<file path="src/rtl/rxmac_to_ll8_buf.sv">
// RX MAC byte stream to LocalLink-8 bridge with a frame-tagged FIFO.
// Errors and overruns close the frame with an error-tagged eof entry; per-frame counters are kept.
module rxmac_to_ll8_buf #(
  parameter int AWIDTH    = 4,
  parameter int CNT_WIDTH = 16
) (
  input  logic                 clk,
  input  logic                 reset,
  input  logic                 clear,
  input  logic [7:0]           rx_data,
  input  logic                 rx_valid,
  input  logic                 rx_error,
  input  logic                 rx_ack,
  output logic [7:0]           ll_data,
  output logic                 ll_sof,
  output logic                 ll_eof,
  output logic                 ll_error,
  output logic                 ll_src_rdy,
  input  logic                 ll_dst_rdy,
  output logic [CNT_WIDTH-1:0] frames_ok,
  output logic [CNT_WIDTH-1:0] frames_err,
  output logic [CNT_WIDTH-1:0] overruns,
  output logic [AWIDTH:0]      fifo_level
);

  localparam int DEPTH = 1 << AWIDTH;
  localparam logic [AWIDTH:0] LEVEL_FULL = (AWIDTH+1)'(DEPTH);
  localparam logic [AWIDTH:0] LEVEL_ROOM = (AWIDTH+1)'(DEPTH - 2);
  localparam logic [10:0] TERM_SOF = 11'h700;
  localparam logic [10:0] TERM_MID = 11'h600;

  typedef enum logic [1:0] {
    S_IDLE   = 2'd0,
    S_ACTIVE = 2'd1,
    S_DROP   = 2'd2
  } wr_state_t;

  logic [10:0]          mem_q [DEPTH];
  logic [AWIDTH-1:0]    wr_ptr_q, wr_ptr_d, rd_ptr_q, rd_ptr_d;
  logic [AWIDTH:0]      level_q, level_d;
  wr_state_t            state_q, state_d;
  logic [CNT_WIDTH-1:0] ok_q, ok_d, err_q, err_d, ovr_q, ovr_d;

  logic        room_s, pop_s, push_s, wr_req_s;
  logic        inc_ok_s, inc_err_s, inc_ovr_s;
  logic [10:0] wr_entry_s;
  logic [10:0] head_s;

  // Write FSM: classifies each input cycle into data write, terminator write or discard.
  always_comb begin
    state_d    = state_q;
    wr_req_s   = 1'b0;
    wr_entry_s = 11'h000;
    inc_ok_s   = 1'b0;
    inc_err_s  = 1'b0;
    inc_ovr_s  = 1'b0;
    case (state_q)
      S_IDLE: begin
        if (rx_valid) begin
          wr_req_s = 1'b1;
          if (rx_error) begin
            wr_entry_s = TERM_SOF;
            inc_err_s  = 1'b1;
            state_d    = S_DROP;
          end else if (room_s) begin
            wr_entry_s = {1'b0, rx_ack, 1'b1, rx_data};
            if (rx_ack) begin
              inc_ok_s = 1'b1;
            end else begin
              state_d = S_ACTIVE;
            end
          end else begin
            wr_entry_s = TERM_SOF;
            inc_err_s  = 1'b1;
            inc_ovr_s  = 1'b1;
            state_d    = S_DROP;
          end
        end else begin
          state_d = S_IDLE;
        end
      end
      S_ACTIVE: begin
        wr_req_s = 1'b1;
        if (rx_error) begin
          wr_entry_s = TERM_MID;
          inc_err_s  = 1'b1;
          state_d    = S_DROP;
        end else if (!rx_valid) begin
          wr_entry_s = TERM_MID;
          inc_err_s  = 1'b1;
          state_d    = S_IDLE;
        end else if (!room_s) begin
          wr_entry_s = TERM_MID;
          inc_err_s  = 1'b1;
          inc_ovr_s  = 1'b1;
          state_d    = S_DROP;
        end else begin
          wr_entry_s = {1'b0, rx_ack, 1'b0, rx_data};
          if (rx_ack) begin
            inc_ok_s = 1'b1;
            state_d  = S_IDLE;
          end else begin
            state_d = S_ACTIVE;
          end
        end
      end
      S_DROP: begin
        if (!rx_valid && !rx_error) begin
          state_d = S_IDLE;
        end else begin
          state_d = S_DROP;
        end
      end
      default: begin
        state_d = S_IDLE;
      end
    endcase
  end

  // FIFO bookkeeping; a full FIFO only refuses a write when nothing pops the same cycle.
  always_comb begin
    room_s   = (level_q <= LEVEL_ROOM);
    pop_s    = (level_q != {(AWIDTH+1){1'b0}}) && ll_dst_rdy;
    push_s   = wr_req_s && ((level_q != LEVEL_FULL) || pop_s);
    wr_ptr_d = push_s ? (wr_ptr_q + {{(AWIDTH-1){1'b0}}, 1'b1}) : wr_ptr_q;
    rd_ptr_d = pop_s  ? (rd_ptr_q + {{(AWIDTH-1){1'b0}}, 1'b1}) : rd_ptr_q;
    case ({push_s, pop_s})
      2'b10:   level_d = level_q + {{AWIDTH{1'b0}}, 1'b1};
      2'b01:   level_d = level_q - {{AWIDTH{1'b0}}, 1'b1};
      default: level_d = level_q;
    endcase
    ok_d  = ok_q  + {{(CNT_WIDTH-1){1'b0}}, inc_ok_s};
    err_d = err_q + {{(CNT_WIDTH-1){1'b0}}, inc_err_s};
    ovr_d = ovr_q + {{(CNT_WIDTH-1){1'b0}}, inc_ovr_s};
  end

  // Control state, pointers and counters.
  always_ff @(posedge clk) begin
    if (reset || clear) begin
      state_q  <= S_IDLE;
      wr_ptr_q <= {AWIDTH{1'b0}};
      rd_ptr_q <= {AWIDTH{1'b0}};
      level_q  <= {(AWIDTH+1){1'b0}};
      ok_q     <= {CNT_WIDTH{1'b0}};
      err_q    <= {CNT_WIDTH{1'b0}};
      ovr_q    <= {CNT_WIDTH{1'b0}};
    end else begin
      state_q  <= state_d;
      wr_ptr_q <= wr_ptr_d;
      rd_ptr_q <= rd_ptr_d;
      level_q  <= level_d;
      ok_q     <= ok_d;
      err_q    <= err_d;
      ovr_q    <= ovr_d;
    end
  end

  // Storage array, deliberately without reset.
  always_ff @(posedge clk) begin
    if (push_s && !reset && !clear) begin
      mem_q[wr_ptr_q] <= wr_entry_s;
    end
  end

  assign head_s     = mem_q[rd_ptr_q];
  assign ll_data    = head_s[7:0];
  assign ll_sof     = head_s[8];
  assign ll_eof     = head_s[9];
  assign ll_error   = head_s[10];
  assign ll_src_rdy = (level_q != {(AWIDTH+1){1'b0}});
  assign fifo_level = level_q;
  assign frames_ok  = ok_q;
  assign frames_err = err_q;
  assign overruns   = ovr_q;

endmodule
</file>
<file path="config.mk">
export PLATFORM = sky130hd
export DESIGN_NAME = rxmac_to_ll8_buf
export DESIGN_NICKNAME = d
export VERILOG_FILES = /design/src/rtl/rxmac_to_ll8_buf.sv
export SDC_FILE = /design/constraint.sdc
export NUM_CORES = 1
export LEC_CHECK = 0
export BUFFER_PORTS_ARGS = -buffer_cell sky130_fd_sc_hd__buf_2
export CORE_ASPECT_RATIO = 1.5
export CORE_MARGIN = 3
export CORE_UTILIZATION = 48
export DETAILED_ROUTE_END_ITERATION = 12
export PLACE_DENSITY = 0.69
export SETUP_SLACK_MARGIN = 0.1
export SYNTH_ARGS = -nofsm -noshare
export SYNTH_HDL_FRONTEND = slang
export SYNTH_SLANG_ARGS = --single-unit
</file>
<file path="constraint.sdc">
create_clock -name clk -period 2.4 [get_ports clk]
set_input_delay 0.24 -clock clk [delete_from_list [all_inputs] [get_ports clk]]
set_output_delay 0.24 -clock clk [all_outputs]
set_load 0.05 [all_outputs]
</file>
==> results.sh, run 1 <==
export IMPL_maxCapViolations=0
export IMPL_diodes=0
export IMPL_finalInstanceArea_sq_um=12260
export IMPL_hold_path_class="in -> reg"
export IMPL_nets=830
export IMPL_track_usage=0.1994
export IMPL_core_area_sq_um=19940
export IMPL_grt_pass1_vias=6375
export IMPL_synth_avg_cell_area_sq_um=14.92
export IMPL_synth_top_cells_by_area="edfxtp_1, dfxtp_1, mux4_2, nor2_1, ha_1"
export IMPL_rrSetupSlack_ns=0.13
export IMPL_max_slew_margin=0.5254
export IMPL_drt_iter0_markers=360
export IMPL_finalSetupViolCount=4
export IMPL_crit_path_end_kind="output port"
export IMPL_die_area_sq_um=22210
export IMPL_grt_overflow=0
export IMPL_n_fill_cell=1457
export IMPL_dp_hpwl_um=14250
export IMPL_worst_pin_slew_ns=0.7119
export IMPL_finalClockSkew_ns=0.01176
export IMPL_fin_crit_sh=1.013
export IMPL_violations="setup timing"
export IMPL_drtPass1Iterations=4
export IMPL_syn_to_final_growth_pct=25.10
export IMPL_placed_area_sq_um=10920
export IMPL_netlist_area_sq_um=9802
export IMPL_clkSinkCount=243
export IMPL_ys_types=44
export IMPL_cp_required_ns=2.16
export IMPL_drc_errors=0
export IMPL_crit_fanout=7
export IMPL_synth_most_common_cell="edfxtp_1"
export IMPL_place_congestion=0.8080
export IMPL_numPortBuffers=79
export IMPL_antenna_left=0
export IMPL_synth_edff_count=176
export IMPL_synth_top_family_by_area="multiplexers"
export IMPL_finalCriticalPeriod_ns=2.430
export IMPL_initial_core_util=0.4915
export IMPL_clockBufferDepth=3
export IMPL_setup_ws_ns=-0.03046
export IMPL_htree_levels=1
export IMPL_multi_input_area_sq_um=3298
export IMPL_tritoncts="yes"
export IMPL_synth_warnings=0
export IMPL_clk_pin_slew_ns=0.06
export IMPL_worstPathArrival_ns=2.19
export IMPL_ys_seq_elements=243
export IMPL_finalHoldViolations=0
export IMPL_synth_top_area_frac=0.5392
export IMPL_async_flop_share=0
export IMPL_drive_gt1_frac=0.3612
export IMPL_powerDensity_nw_per_um2=718.1
export IMPL_grt_max_degree=45
export IMPL_synth_compound_area_frac=0.05183
export IMPL_yosys_area_share_simple=0.09880
export IMPL_cts_made_buffers=23
export IMPL_ys_top_cells_by_count="edfxtp_1, dfxtp_1, nor2_1"
export IMPL_rows=63
export IMPL_antenna_found_initial=0
export IMPL_path_class="reg -> out"
export IMPL_syn_num_nets=687
export IMPL_viasPerCell=5.551
export IMPL_vias=5962
export IMPL_clockRootBuffer="clkbuf_16"
export IMPL_fin_setup_tns_ns=-0.07021
export IMPL_start_kind="flop"
export IMPL_synthXorXnorAreaFrac=0.03038
export IMPL_ys_seq_area_frac=0.6760
export IMPL_max_freq_mhz=411.4
export IMPL_grt_first_pass_wirelength_um=34590
export IMPL_seq_area_sq_um=6643
export IMPL_synth_ff_type="edfxtp_1"
export IMPL_ios=80
export IMPL_peakVddDrop_mv=0.5956
export IMPL_muxShareOfSynthArea=0.1062
export IMPL_die_y_um=181.0
export IMPL_yosys_area_top_type="edfxtp_1"
export IMPL_p_leak_nw=4.289
export IMPL_slew_violations=0
export IMPL_outcome="finished, violations left"
export IMPL_synthAdderAreaFrac=0.01991
export IMPL_synth_cells=657
export IMPL_wl_per_cell_um=20.02
export IMPL_clock_latency_ns=0.50
export IMPL_routed_wl_um=21510
export IMPL_die_x_um=122.7
export IMPL_rsz0062_at_grt="yes"
worst max-delay path, cell delays in order, from the launching register on:
cell,delay [ns]
dfxtp_4,0.40
buf_6,0.11
buf_12,0.13
mux4_2,0.54
a22oi_2,0.24
nand2_2,0.11
buf_8,0.16
through the flow:
stage	instances	hold WS [ns]	util	setup slack (ns)	power, mW
6_report	1074	0.1641	0.6148	-0.03046	8.806
5_1_grt	1074	0.1685	0.6148	-0.1118	9.061
4_1_cts	1070	0.1420	0.6093	-0.05181	8.869
3_5_place_dp	1016	0.4325	0.5478	0.08981	5.027
3_3_place_gp	1016	0.4244	0.5478	0.1537	5.011
2_1_floorplan	657	0.3185	-	-0.01429	4.887
logic make-up (layout without fill, tap and decap cells):
logic type,after synthesis,in the layout
flip-flops,243,243
AND/OR/NAND/NOR,199,199
AO/OA/AOI/OAI,75,75
multiplexers,49,49
buffers and inverters,42,199
XOR/XNOR,34,34
adder cells (fa/ha/maj),15,15
flip-flops by register name, indices dropped and copies added, names as in the netlist, named ones only:
register	cells
fifo_level	5
frames_err	16
frames_ok	16
mem_q	176
overruns	16
rd_ptr_q	4
state_q	2
wr_ptr_q	4
metal layers:
| metal | share of wire | global-route usage |
|---|---|---|
| met1 | 0.37 | 0.2349 |
| met2 | 0.56 | 0.3691 |
| met3 | 0.044 | 0.03069 |
| met5 | 0 | 0 |
| met4 | 0.021 | 0.05785 |
cell type report:
type,count,area share
Sequential cell,243,0.5417
Multi-Input combinational cell,372,0.2690
Timing Repair Buffer,146,0.09327
Clock buffer,25,0.04837
Tap cell,260,0.02653
Clock inverter,14,0.01663
Inverter,14,0.004490
power by group:
group          internal, mW  leakage [nW]  switching (mW)  total (mW)
clock                  2.32         0.380            1.48        3.80
combinational         0.201          1.74           0.281       0.482
sequential             4.51          2.17          0.0161        4.52
placed cells by master (no fill, tap or decap), types with 9 or more instances in the layout:
cell type	count
a22oi_2	19
xor2_1	14
nand4_1	11
nor4_1	9
and2_1	16
buf_4	53
nand2_1	31
buf_6	12
a21oi_1	14
clkbuf_16	23
dfxtp_1	60
o21ai_0	16
buf_2	68
ha_1	10
edfxtp_1	176
nor3_1	14
nand3_1	18
or3_1	10
xnor2_1	20
nor2_2	12
nor2_1	48
inv_1	13
mux4_2	44
repair_timing:
action                                 in CTS  in global routing
setup buffers                              10                  4
setup endpoints to repair                  13                207
cloned                                      4                  0
endpoints found under the hold margin       1                  0
pin swaps                                  22                 12
gates resized for setup                    57                 15
hold buffers                                1                  0
worst paths after layout:
path	startpoint	endpoint	cells past startpoint
max	flop	ll_data[4]	6
min	clear	overruns[15]$_SDFF_PP0_	4
max reg2reg	fifo_level[0]$_SDFFE_PP0P_	fifo_level[4]$_SDFFE_PP0P_	8
min reg2reg	overruns[15]$_SDFF_PP0_	overruns[15]$_SDFF_PP0_	2
Power figures use the tool's default switching activity.
==> run 2, diff against run 1 <==
PLACE_DENSITY = 0.66   (was 0.69)
clock period = 2.83 ns   (was 2.4 ns; I/O delays follow)
==> run 2 against run 1 <==
The flow now finishes without violations. Power decreased by 20%. Cell count down 3.1%. Combinational power shrank 33%. Core utilization down 4.1 points.
==> results.sh, run 2 (synthesis gave the netlist of run 1 again) <==
export IMPL_fin_setup_tns_ns=0
export IMPL_n_fill_cell=1594
export IMPL_grt_first_pass_wirelength_um=33670
export IMPL_peakVddDrop_mv=0.4733
export IMPL_rows=63
export IMPL_largest_reg_flops=176
export IMPL_ios=80
export IMPL_path_buf_inv=2
export IMPL_worst_pin_slew_ns=1.206
export IMPL_diodes=0
export IMPL_grt_busiest_layer="met2"
export IMPL_viasPerCell=5.733
export IMPL_p_leak_nw=3.974
export IMPL_clk_pin_slew_ns=0.06
export IMPL_use_met3=0.03476
export IMPL_crit_chain="bufbuf_16, mux4_2, a22oi_1, nand2_1, buf_2"
export IMPL_clkSinkCount=243
export IMPL_grt_use_met2=0.3470
export IMPL_layout_common_cells="edfxtp_1, buf_2, dfxtp_1"
export IMPL_grt_overflow=0
export IMPL_max_slew_margin=0.1957
export IMPL_die_area_sq_um=22210
export IMPL_wl_per_cell_um=20.32
export IMPL_drtPass1Iterations=4
export IMPL_die_x_um=122.7
export IMPL_clock_latency_ns=0.50
export IMPL_tritoncts="yes"
export IMPL_slew_violations=0
export IMPL_regMostFlops="mem_q"
export IMPL_maxCapViolations=0
export IMPL_finalHoldViolations=0
export IMPL_drive_gt1_frac=0.2561
export IMPL_finalClockSkew_ns=0.005667
export IMPL_clockRootBuffer="clkbuf_16"
export IMPL_rsz0062_at_grt="yes"
export IMPL_fin_util=0.5734
export IMPL_grt_pass1_vias=6141
export IMPL_path_class="reg -> out"
export IMPL_clockBufferDepth=3
export IMPL_crit_path_end_kind="output port"
export IMPL_finalSetupViolCount=0
export IMPL_crit_fanout=22
export IMPL_drc_errors=0
export IMPL_powerDensity_nw_per_um2=615.8
export IMPL_max_freq_mhz=377.9
export IMPL_grt_max_degree=58
export IMPL_routed_wl_um=21150
export IMPL_dp_hpwl_um=14240
export IMPL_cp_required_ns=2.55
export IMPL_timing_rr_start="fifo_level[0]$_SDFFE_PP0P_"
export IMPL_numPortBuffers=79
export IMPL_finalCriticalPeriod_ns=2.646
export IMPL_critPathMaxStageDelay_ns=0.53
export IMPL_worstPathArrival_ns=2.36
export IMPL_cts_made_buffers=23
export IMPL_outcome="finished, final reports clean"
export IMPL_cpLargestDelayFamily="buffers and inverters"
export IMPL_die_y_um=181.0
export IMPL_start_kind="flop"
export IMPL_core_area_sq_um=19940
export IMPL_fin_crit_sh=0.9350
export IMPL_hold_path_class="in -> reg"
export IMPL_place_congestion=0.8193
export IMPL_antenna_found_initial=0
export IMPL_holdCritStartpoint="clear"
export IMPL_nets=798
export IMPL_antenna_left=0
export IMPL_final_common_cell="edfxtp_1"
export IMPL_initial_core_util=0.4915
export IMPL_finalInstanceArea_sq_um=11430
export IMPL_grtUsageMet1=0.2445
export IMPL_finalPower_mw=7.041
export IMPL_track_usage=0.1954
export IMPL_cpMaxStageDelayCell="mux4_2"
export IMPL_syn_to_final_growth_pct=16.66
export IMPL_drt_iter0_markers=417
export IMPL_vias=5968
export IMPL_htree_levels=1
export IMPL_placed_area_sq_um=10670
## run 2: layer usage
metal / share of wire / vias up / routed length (um)
met2: 0.53 / 193 / 11210
met1: 0.39 / 2993 / 8145
met4: 0.024 / 0 / 510
met3: 0.061 / 48 / 1284
met5: 0 / - / 0
li1: - / 2734 / -
## run 2: timing repair
item | in CTS | in global routing
setup endpoints to repair | 2 | 9
hold endpoints to repair | 1 | 0
buffers inserted | 0 | 0
cloned | 1 | 0
hold buffers | 1 | 0
gates resized for setup | 1 | 5
## run 2: worst register-to-register path: cells and delay by family, from the launching register on
kind | cells | cell delay (ns)
adders and majority gates | 1 | 0.30
buffers and inverters | 1 | 0.12
and+or+nand+nor | 1 | 0.62
DFF | 1 | 0.39
AOI/OAI and AO/OA | 5 | 1.07
## run 2: per-stage QoR
| step | hold WS (ns) | instances | setup slack (ns) |
|---|---|---|---|
| floorplan | 0.3615 | 657 | 0.1161 |
| global placement | 0.4668 | 1001 | 0.3173 |
| detailed placement | 0.4878 | 1001 | 0.2030 |
| CTS | 0.1757 | 1041 | 0.1002 |
| global route | 0.2201 | 1041 | 0.07444 |
| finish | 0.1820 | 1041 | 0.1838 |
## run 2: power by group
group	internal [mW]	leakage (nW)	switching, mW
Combinational	0.111	1.48	0.214
Clock	1.66	0.331	1.22
Sequential	3.82	2.17	0.0137
## run 2: path summary, 6_finish.rpt
| path | endpoint | depth (start not counted) | slack (ns) |
|---|---|---|---|
| setup / recovery | ll_error | 5 | 0.18 |
| hold / removal | fifo_level[2]$_SDFFE_PP0P_ | 4 | 0.18 |
| setup reg to reg | fifo_level[3]$_SDFFE_PP0P_ | 8 | 0.26 |
| hold reg to reg | frames_ok[15]$_SDFF_PP0_ | 2 | 0.49 |
## run 2: cell type report
class                   instances  area (sq um)  area share
clock buffers                  27         590.6     0.05165
clock inverters                11         102.6    0.008973
inverters                      14         52.55    0.004596
multi-input cells             372          3027      0.2647
flip-flops and latches        243          6631      0.5799
well taps                     260         325.3     0.02845
repair buffers                114         705.7     0.06171
